### src/rtl/spy_readout_controller.sv
// Freezes the spy buffer on request and streams its contents oldest-first over valid/ready.
// First word 2 cycles after READ entry, 1 word/cycle when m_ready is held high; stalls hold m_data/m_last.
module spy_readout_controller #(
    parameter int WIDTH     = 6,
    parameter int DATAWIDTH = 64
) (
    input  logic                 clock,
    input  logic                 reset,
    input  logic                 freeze_req,
    input  logic                 spy_write_enable,
    input  logic [WIDTH-1:0]     spy_write_pointer,
    output logic                 spy_freeze,
    output logic [WIDTH-1:0]     spy_read_addr,
    output logic                 spy_read_enable,
    input  logic [DATAWIDTH-1:0] spy_read_data,
    output logic [DATAWIDTH-1:0] m_data,
    output logic                 m_valid,
    output logic                 m_last,
    input  logic                 m_ready,
    output logic                 busy,
    output logic                 done,
    output logic [WIDTH:0]       snap_count
);
    localparam logic [WIDTH:0] SIZE = {1'b1, {WIDTH{1'b0}}};

    typedef enum logic [1:0] {IDLE, SETTLE, READ, DRAIN} state_t;

    state_t               state;
    logic [WIDTH:0]       fill;
    logic [WIDTH:0]       remaining;
    logic [WIDTH-1:0]     rd_addr;
    logic [WIDTH-1:0]     start;
    logic                 pend;
    logic                 pend_last;
    logic [DATAWIDTH-1:0] fifo_dat [2];
    logic                 fifo_last [2];
    logic                 wr_ptr;
    logic                 rd_ptr;
    logic [1:0]           fifo_cnt;
    logic [1:0]           in_flight;
    logic                 pop;
    logic                 issue;

    assign start   = spy_write_pointer - fill[WIDTH-1:0];
    assign m_valid = (fifo_cnt != 2'd0);
    assign m_data  = fifo_dat[rd_ptr];
    assign m_last  = fifo_last[rd_ptr];
    assign pop     = m_valid && m_ready;

    // A slot freed by this cycle's pop is reusable at once, which sustains 1 word/cycle.
    assign in_flight       = fifo_cnt + {1'b0, pend} - {1'b0, pop};
    assign issue           = (state == READ) && (in_flight < 2'd2);
    assign spy_read_enable = issue;
    assign spy_read_addr   = rd_addr;

    always_ff @(posedge clock) begin
        if (reset) begin
            fill <= '0;
        end else if (spy_write_enable && fill != SIZE) begin
            fill <= fill + (WIDTH+1)'(1);
        end
    end

    always_ff @(posedge clock) begin
        if (reset) begin
            pend      <= 1'b0;
            pend_last <= 1'b0;
            wr_ptr    <= 1'b0;
            rd_ptr    <= 1'b0;
            fifo_cnt  <= 2'd0;
            for (int i = 0; i < 2; i++) begin
                fifo_dat[i]  <= '0;
                fifo_last[i] <= 1'b0;
            end
        end else begin
            pend      <= issue;
            pend_last <= issue && (remaining == (WIDTH+1)'(1));
            if (pend) begin
                fifo_dat[wr_ptr]  <= spy_read_data;
                fifo_last[wr_ptr] <= pend_last;
                wr_ptr            <= ~wr_ptr;
            end
            if (pop) begin
                rd_ptr <= ~rd_ptr;
            end
            fifo_cnt <= in_flight;
        end
    end

    always_ff @(posedge clock) begin
        if (reset) begin
            state      <= IDLE;
            spy_freeze <= 1'b0;
            busy       <= 1'b0;
            done       <= 1'b0;
            snap_count <= '0;
            rd_addr    <= '0;
            remaining  <= '0;
        end else begin
            done <= 1'b0;
            case (state)
                IDLE: begin
                    spy_freeze <= 1'b0;
                    busy       <= 1'b0;
                    if (freeze_req && !busy) begin
                        state      <= SETTLE;
                        spy_freeze <= 1'b1;
                        busy       <= 1'b1;
                    end
                end
                SETTLE: begin
                    // Empty snapshot: busy stays up through the done cycle, then IDLE clears it.
                    snap_count <= fill;
                    rd_addr    <= start;
                    remaining  <= fill;
                    if (fill == '0) begin
                        state <= IDLE;
                        done  <= 1'b1;
                    end else begin
                        state <= READ;
                    end
                end
                READ: begin
                    if (issue) begin
                        rd_addr   <= rd_addr + WIDTH'(1);
                        remaining <= remaining - (WIDTH+1)'(1);
                        if (remaining == (WIDTH+1)'(1)) begin
                            state <= DRAIN;
                        end
                    end
                end
                DRAIN: begin
                    if (pop && m_last) begin
                        state      <= IDLE;
                        spy_freeze <= 1'b0;
                        busy       <= 1'b0;
                        done       <= 1'b1;
                    end
                end
                default: state <= IDLE;
            endcase
        end
    end

endmodule

### config.mk
export PLATFORM = sky130hd
export DESIGN_NAME = spy_readout_controller
export DESIGN_NICKNAME = d
export VERILOG_FILES = /design/src/rtl/spy_readout_controller.sv
export SDC_FILE = /design/constraint.sdc
export NUM_CORES = 1
export LEC_CHECK = 0
export ABC_CLOCK_PERIOD_IN_PS = 5990
export CORE_UTILIZATION = 55
export CTS_CLUSTER_DIAMETER = 120
export DETAILED_ROUTE_END_ITERATION = 12
export PLACE_DENSITY = 0.92
export SYNTH_ARGS = -nofsm -noshare
export SYNTH_HDL_FRONTEND = slang
export SYNTH_SLANG_ARGS = --single-unit
### constraint.sdc
create_clock -name clock -period 5.99 [get_ports clock]
set_input_delay 1.198 -clock clock [delete_from_list [all_inputs] [get_ports clock]]
set_output_delay 1.198 -clock clock [all_outputs]
set_load 0.005 [all_outputs]
**Word-level counts from Yosys, hierarchy flattened**

Memory sizes are Yosys's and may differ from the RTL's. A register that Yosys moved wholly into a read port is not among the register bits.
Index checks and enable logic that the tools add are counted.

- Memories: 2
- Output and inout port bits: 83
- Word-level logic and storage cells: 80
- Register bits after elaboration: 37
- Input port bits: 75
- Bits in writable memories: 130

- Magnitude comparators: 1
- $add $sub $neg: 6
- Mux-type cells: 31
- Bitwise operators: 2
- Equality and inequality tests: 9
- Reduce and logical (&&, ||, !) cells: 17

Memories:

| memory | words | width | read ports | clocked after memory_dff | wr ports | RTL line | source |
|---|---|---|---|---|---|---|---|
| fifo_dat | 2 | 64 | 1 | 1 | 2 | 35 | `logic [DATAWIDTH-1:0] fifo_dat [2];` |
| fifo_last | 2 | 1 | 1 | 1 | 2 | 36 | `logic fifo_last [2];` |

Operators with widths:

| kind | number |
|---|---|
| $mux W64 | 1 |
| $reduce_or A64 Y1 | 1 |
| $mux W1 | 18 |
| $pmux W7 S2 | 1 |
| $pmux W6 S2 | 1 |
| $mux W2 | 5 |
| $pmux W2 S4 | 1 |
| $add A7 B1 Y7 const B | 1 |
| $eq A7 B1 Y1 const B | 1 |
| $logic_not A7 Y1 | 1 |
| $mux W7 | 1 |
| $ne A7 B7 Y1 const B | 1 |
| $sub A7 B1 Y7 const B | 1 |
| $add A6 B1 Y6 const B | 1 |
| $logic_and A1 B1 Y1 | 6 |
| $mux W6 | 1 |
| $ne A2 B2 Y1 const B | 3 |
| $reduce_bool A2 Y1 | 3 |
| $sub A6 B6 Y6 | 1 |
| $eq A2 B2 Y1 const B | 2 |
| $pmux W1 S2 | 2 |
| $reduce_and A2 Y1 | 2 |
| $reduce_and A4 Y1 | 1 |
| $add A2 B1 Y2 | 1 |
| 8 further kinds | 9 |

**Logic depth before layout (Yosys ltp)**

Gate-level depths: netlist (run 1).

- Depth after elaboration: 7
- Depth in mapped cells: 10
- Gate-level depth less buffers: 9

**Worst setup path after synthesis (run 1)**

OpenSTA, ideal clock, no wires.

- Path kind: input-to-output
- Start point: input m_ready
- End point: output spy_read_enable
- Slack: 2.477 ns
- Data required time: 4.792 ns
- Stages: 7
- Arrival time: 2.315 ns
- Path buffers: 0
- Path through: o21a_1 ha_1 inv_1 ha_1 xnor3_2 nand2_2 inv_1

- Word-level cells in the longest chain between the ends: 4

Ends and longest elaborated chain:

| item | RTL line | source |
|---|---|---|
| start: declaration | 19 | `input logic m_ready,` |
| $logic_and A1 B1 Y1 | 48 | `assign pop = m_valid && m_ready;` |
| $sub A2 B1 Y2 | 51 | `assign in_flight = fifo_cnt + {1'b0, pend} - {1'b0, pop};` |
| $lt A2 B2 Y1 | 52 | `assign issue = (state == READ) && (in_flight < 2'd2);` |
| $logic_and A1 B1 Y1 | 52 |  |
| end: declaration | 14 | `output logic spy_read_enable,` |

Every way passes these cells.

**Final worst setup path (run 1)**

- Start point: input m_ready
- End point: output spy_read_enable

- Word-level cells in the longest chain between the ends: 4

Ends and longest elaborated chain:

| item | RTL line | source |
|---|---|---|
| $logic_and A1 B1 Y1 | 48 |  |
| net pop | 41 | `logic pop;` |
| $sub A2 B1 Y2 | 51 |  |
| $lt A2 B2 Y1 | 52 |  |
| $logic_and A1 B1 Y1 | 52 |  |

The timed path passes the listed nets, and every way through them passes these cells.

==> summary.txt, run 1 <==
Synth
  • Post-Synthesis Cells: 607
  • Top_reg_cell synth: edfxtp_1
  • Post-Syn Area per Cell: 12.6 sq um
  • Share of the synthesized area in the top cell type: 0.512
  • Area leader, netlist: edfxtp_1
  • Asr flop ratio synth: 0
  • Synth Net Count: 695
  • Synth unique cells: 46
  • Yosys Warn Count: 0
  • Seq/Total Area, Yosys: 0.612
  • Post-synthesis cell area: 7620 sq um
  • Most frequent cells after synthesis: and2_1, edfxtp_1, mux2_2
  • Synth Register Bits: 168
  • EDFF count, synth: 130
  • Synth area leaders: edfxtp_1, and2_1, dfxtp_1

STA
  • Measured slew at the worst slew-check pin: 1140 ps
  • Setup violations, final: 0
  • Fin. Hold Viols: 0
  • Clock skew: 5.81 ps
  • Relative slew slack: 0.238
  • Final Max Tran Viols: 0
  • Fin crit period: 4590 ps
  • Post-Route Setup TNS: 0 ps
  • RSZ-0062 raised after global routing: false
  • FMAX: 218 MHz
  • Fin crit share: 0.767
  • Final WS setup: 1400 ps
  • Min Hold Slack: 465 ps

Route
  • Antenna-violating nets left: 0
  • Vias: 5248
  • Post-DR vias/cell: 5.56
  • Detailed Route WL: 17.5 mm
  • DR DRC count: 0
  • Initial drt markers: 464
  • Avg WL per Cell: 18.5 microns
  • Router iterations before antenna repair: 5

Setup path
  • Critical path class: in2out
  • Critical path endpoint category: output port
  • CP Cell Sequence: clkdlybuf4s50_1 -> o21a_1 -> ha_1 -> inv_1 -> ha_1 -> xnor3_2 -> nand2_2 -> inv_1 -> clkdlybuf4s50_1
  • Critical path arrival: 3400 ps
  • Slowest CP cell: clkdlybuf4s50_1
  • Worst Path Required: 4790 ps
  • Worst Reg-to-Reg Cells: 9
  • Startpoint type of the worst setup path: input pin
  • CP max FO: 6
  • Max incr delay on CP: 490 ps

Floorplanning
  • Io pins: 158
  • Die X: 120 microns
  • Die ar.: 14300 sq um
  • Row cnt: 42
  • Initial Utilization: 0.569
  • Die Ht: 120 microns
  • CORE AREA: 13400 sq um

Global route
  • Layer with the highest usage: met2
  • First-pass GRT wire length: 27.5 mm
  • Largest net degree at the start of global routing: 66
  • Met2 usage: 0.442
  • Met3 Resource Use GR: 0.0608
  • Gr ovfl total: 0
  • Met1 Track Usage GR: 0.314
  • Total GRT Usage: 0.256
  • Number of global-route vias before repair: 5436
  • Initial antenna violation count: 0

Finish
  • Multi-input logic area: 2770 sq um
  • Final instance area: 9960 sq um
  • Inserted Diodes: 0
  • Fraction of layout cells with a size suffix above 1: 0.148
  • FF+latch area: 4670 sq um
  • Layout fillers: 830
  • Area delta synth->final: 30.7%
  • Nets: 843

CTS
  • Clock Latency Late Sink: 420 ps
  • Clock-pin slew on the worst setup and hold paths: 60 ps
  • Inserted Clock Buffers: 17
  • Post-CTS setup buffer count: 0
  • CTS H-Tree Depth: 4
  • Clock buffer depth: 2
  • CTS root buf: clkbuf_16
  • TritonCTS clock tree: built
  • # resized after CTS: 0
  • Count of clock tree sinks: 168
  • Cts hold-fix bufs: 0

Power and ir drop
  • Switching share of power: 0.244
  • Sw power: 0.788 mW
  • Cell Pwr Density: 324 nW/um^2
  • Overall Power: 3.23 mW
  • Max IR drop VDD: 0.185 mV
  • Leakage power: 3.68 nW
  • Comb pwr share: 0.211
  • Part of the power in the clock network: 0.356
  • Internal power: 2.44 mW
  • Seq pwr share: 0.433

Placement
  • # port buffers: 157
  • GP Congestion: 0.913
  • Post-DP Area: 9340 sq um
  • Dpl hpwl: 11.7 mm
  • Place WS: 1430 ps

Status
  • Status: finished clean

Run
  • Max-Cap Viols: 0

Worst hold path
  • Hold path depth: 2
  • HP Class: reg2reg
==> critical path, delay by kind of cell <==
family                     cells  cell delay [ps]
AOI/OAI and AO/OA              1              240
xor gates and xnor gates       1              320
adders and majority gates      2              440
buffers and inverters          4             1030
and+or+nand+nor                1              160
==> metrics by stage <==
stage | util | std cells
6_report | 0.743 | 944
5_1_grt | 0.743 | 944
4_1_cts | 0.743 | 944
3_5_place_dp | 0.697 | 912
3_3_place_gp | 0.697 | 912
2_1_floorplan | - | 607
==> power groups by stage <==
stage | combinational, mW | clock [mW] | sequential, mW
6_report | 0.681 | 1.15 | 1.40
5_1_grt | 0.729 | 1.21 | 1.41
4_1_cts | 0.683 | 1.16 | 1.40
3_5_place_dp | 0.675 | 0 | 1.42
3_3_place_gp | 0.661 | 0 | 1.42
2_1_floorplan | 0.376 | 0 | 1.38
==> area by class of cell <==
| class | count | share of cell area |
|---|---|---|
| well taps | 176 | 0.0221 |
| repair buffers | 165 | 0.164 |
| multi-input cells | 389 | 0.278 |
| inverters | 14 | 0.00528 |
| flip-flops and latches | 168 | 0.468 |
| clock buffers | 17 | 0.0427 |
| clock inverters | 15 | 0.0202 |
==> cells in the final DEF, fill, tap and decap left out, types with 6 or more instances in the layout <==
cell             count
clkbuf_16           17
buf_4                8
a211oi_1             6
o21ai_0             11
edfxtp_1           130
clkdlybuf4s50_1    157
mux2_2              65
nand2_1             29
nor2_1              30
nand2b_1             6
nand3_1              7
dfxtp_1             37
inv_1               14
ha_1                12
xnor2_1              9
nor3_1               7
a21oi_1             26
and2_1             130
==> metal layers <==
layer / part of all wire / wire length (microns)
met1: 0.40 / 7080
met3: 0.066 / 1150
met5: 0 / 0
met2: 0.51 / 8940
met4: 0.019 / 341
==> flip-flops by register name (all words and copies together) (netlist names), named ones only <==
name and count:
fill 7, done 1, pend 1, fifo_dat 128, rd_ptr 1, fifo_cnt 2, busy 1, spy_read_addr 6
snap_count 7, pend_last 1, remaining 7, fifo_last 2, state 1, wr_ptr 1
==> cell families after synthesis <==
kind of cell    Yosys count  share of synthesized area
fa+ha+maj                13                     0.0223
compound gates           65                     0.0522
mux                      67                     0.0986
buf+inv                  50                     0.0269
xor+xnor                 13                     0.0189
flops                   168                      0.612
simple gates            231                      0.169
==> worst paths after layout <==
| check | slack [ps] | from | end |
|---|---|---|---|
| max reg2reg | 3310 | fifo_cnt[1] | remaining[6] |
| min reg2reg | 460 | snap_count[3] | snap_count[3] |
| min | 460 | snap_count[3] | snap_count[3] |
| max | 1400 | m_ready | spy_read_enable |
Note: power is estimated with default switching activity, not from simulation.
==> run 2: changes to the inputs <==
--- a/config.mk
+++ b/config.mk
@@ -5,11 +5,11 @@
 export SDC_FILE = /design/constraint.sdc
 export NUM_CORES = 1
 export LEC_CHECK = 0
-export ABC_CLOCK_PERIOD_IN_PS = 5990
-export CORE_UTILIZATION = 55
+export ABC_CLOCK_PERIOD_IN_PS = 4490
+export CORE_UTILIZATION = 51
 export CTS_CLUSTER_DIAMETER = 120
 export DETAILED_ROUTE_END_ITERATION = 12
-export PLACE_DENSITY = 0.92
+export PLACE_DENSITY = 0.87
 export SYNTH_ARGS = -nofsm -noshare
 export SYNTH_HDL_FRONTEND = slang
 export SYNTH_SLANG_ARGS = --single-unit
==> constraint.sdc (replaced) <==
create_clock -name clock -period 4.49 [get_ports clock]
set_input_delay 0.898 -clock clock [delete_from_list [all_inputs] [get_ports clock]]
set_output_delay 0.898 -clock clock [all_outputs]
set_load 0.005 [all_outputs]
==> run 2 against run 1 <==
Non-clock buffer count down 1. Core utilization fell by 5.6 points. Cell count rose by 0.74%. Register-to-register slack got worse by 1600 ps. First-iteration DRC count decreased by 0.22%. Routed wire length fell by 3.7%. Sequential power is 31% higher. Critical path depth unchanged. Worst hold slack about the same. Clock skew is 4.0 ps higher. Largest power group unchanged.
==> summary.txt, run 2 (synthesis gave the netlist of run 1 again) <==
Status
  • Status: finished clean (unchanged)

Finish
  • Layout fillers: 989 (was 830)
  • Largest register by flop count: fifo_dat (unchanged)
  • Final instance area: 9990 sq um (was 9960 sq um)
  • Most frequent cells in the layout: clkdlybuf4s50_1, and2_1, edfxtp_1 (unchanged)
  • Fraction of layout cells with a size suffix above 1: 0.149 (was 0.148)
  • Most common cell after layout, fill and taps aside: clkdlybuf4s50_1 (unchanged)
  • Multi-input logic area: 2770 sq um (unchanged)
  • Non-Filler Instances: 951 (was 944)
  • FF+latch area: 4670 sq um (unchanged)
  • Area delta synth->final: 31.1% (was 30.7%)
  • Nets: 842 (was 843)
  • Max reg flops: 128 (unchanged)
  • Inserted Diodes: 0 (unchanged)

Floorplanning
  • Die ar.: 15400 sq um (was 14300 sq um)
  • Initial Utilization: 0.525 (was 0.569)
  • Row cnt: 44 (was 42)
  • CORE AREA: 14500 sq um (was 13400 sq um)
  • Io pins: 158 (unchanged)
  • Die Ht: 124 microns (was 120 microns)
  • Die X: 124 microns (was 120 microns)

CTS
  • Cts hold-fix bufs: 0 (unchanged)
  • CTS root buf: clkbuf_16 (unchanged)
  • CTS H-Tree Depth: 4 (unchanged)
  • Clock Latency Late Sink: 430 ps (was 420 ps)
  • Post-CTS setup buffer count: 0 (unchanged)
  • Clock-pin slew on the worst setup and hold paths: 70 ps (was 60 ps)
  • Inserted Clock Buffers: 17 (unchanged)
  • Clock buffer depth: 2 (unchanged)
  • # resized after CTS: 0 (unchanged)
  • TritonCTS clock tree: built (unchanged)
  • Count of clock tree sinks: 168 (unchanged)

STA
  • Fin crit share: 0.893
  • Clock skew: 9.81 ps (was 5.81 ps)
  • Setup violations, final: 0 (unchanged)
  • FMAX: 249 MHz
  • Final WS setup: 480 ps (was 1400 ps)
  • Post-Route Setup TNS: 0 ps (unchanged)
  • Measured slew at the worst slew-check pin: 892 ps (was 1140 ps)
  • Relative slew slack: 0.404 (was 0.238)
  • Fin crit period: 4010 ps
  • Final Max Tran Viols: 0 (unchanged)
  • RSZ-0062 raised after global routing: false (unchanged)
  • Fin. Hold Viols: 0 (unchanged)

Setup path
  • Worst Path Required: 3590 ps (was 4790 ps)
  • Crit path buf inv count: 4 (unchanged)
  • Slowest CP cell: clkdlybuf4s50_1 (unchanged)
  • CP max FO: 6 (unchanged)
  • Critical path arrival: 3110 ps (was 3400 ps)
  • Critical path class: in2out (unchanged)
  • CP Cell Sequence: clkdlybuf4s50_1 -> o21a_1 -> ha_1 -> inv_1 -> ha_1 -> xnor3_2 -> nand2_2 -> inv_1 -> clkdlybuf4s50_1 (unchanged)
  • Worst setup startpoint: m_ready (unchanged)
  • Startpoint type of the worst setup path: input pin (unchanged)
  • CP top delay family: buffers and inverters (unchanged)
  • Reg-to-reg critical path startpoint: fifo_cnt[1] (unchanged)
  • Max incr delay on CP: 470 ps (was 490 ps)
  • Critical path endpoint category: output port (unchanged)

Route
  • Avg WL per Cell: 17.7 microns (was 18.5 microns)
  • Antenna-violating nets left: 0 (unchanged)
  • Initial drt markers: 463 (was 464)
  • Vias: 5183 (was 5248)
  • DR DRC count: 0 (unchanged)
  • Router iterations before antenna repair: 4 (was 5)
  • Post-DR vias/cell: 5.45 (was 5.56)
  • Detailed Route WL: 16.9 mm (was 17.5 mm)

Global route
  • Number of global-route vias before repair: 5442 (was 5436)
  • Gr ovfl total: 0 (unchanged)
  • Total GRT Usage: 0.225 (was 0.256)
  • Initial antenna violation count: 0 (unchanged)
  • First-pass GRT wire length: 27.2 mm (was 27.5 mm)
  • Largest net degree at the start of global routing: 66 (unchanged)

Power and ir drop
  • Cell Pwr Density: 430 nW/um^2 (was 324 nW/um^2)
  • Max IR drop VDD: 0.275 mV (was 0.185 mV)
  • Leakage power: 3.71 nW (was 3.68 nW)

Placement
  • # port buffers: 157 (unchanged)
  • GP Congestion: 0.867 (was 0.913)
  • Dpl hpwl: 10.9 mm (was 11.7 mm)
  • Post-DP Area: 9360 sq um (was 9340 sq um)
  • Place WS: 540 ps (was 1430 ps)
  • Post-placement cell count: 919 (was 912)

Run
  • Max-Cap Viols: 0 (unchanged)

Worst hold path
  • HP Class: reg2reg (unchanged)
  • Hold path start: snap_count[1] (was snap_count[3])
[run 2: worst paths after layout]
kind         slack (ps)              end  cells past startpoint
max                 480  spy_read_enable                      9
min                 460    snap_count[1]                      2
max reg2reg        1750     remaining[2]                      9
min reg2reg         460    snap_count[1]                      2
[run 2: area by class of cell]
cell class	count	share of cell area
Clock buffer	22	0.0531
Clock inverter	10	0.0101
Inverter	14	0.00526
Multi-Input combinational cell	389	0.277
Sequential cell	168	0.467
Tap cell	184	0.0230
Timing Repair Buffer	164	0.165
[run 2: stage by stage]
| stage | total power, mW | hold WS (ps) | utilization |
|---|---|---|---|
| after floorplan | 2.34 | 453 | - |
| after global routing | 4.45 | 489 | 0.688 |
| final | 4.30 | 465 | 0.688 |
| after global placement | 2.78 | 449 | 0.644 |
| after CTS | 4.32 | 468 | 0.688 |
| after detailed placement | 2.81 | 453 | 0.644 |
[run 2: worst reg2reg max path: cells and delay by family (launching register included)]
family / cells / cell delay [ps]
flip-flops: 1 / 440
AO/OA/AOI/OAI: 4 / 1330
XOR/XNOR: 1 / 270
AND/OR/NAND/NOR: 1 / 60
adder cells (fa/ha/maj): 2 / 460
buffers and inverters: 1 / 60
[run 2: layer usage]
layer  vias to the layer above  routed length [microns]  global-route usage
met5                         -                        0                   0
met4                         0                      214              0.0850
met3                        21                     1070              0.0606
met2                       216                     8550               0.379
met1                      2520                     7020               0.274
li1                       2426                        -                   -
[run 2: power by group]
group / leakage (nW) / internal [mW] / switching [mW]
sequential: 1.65 / 1.77 / 0.0750
clock: 0.316 / 0.906 / 0.607
combinational: 1.74 / 0.567 / 0.376
total: 3.71 / 3.24 / 1.06
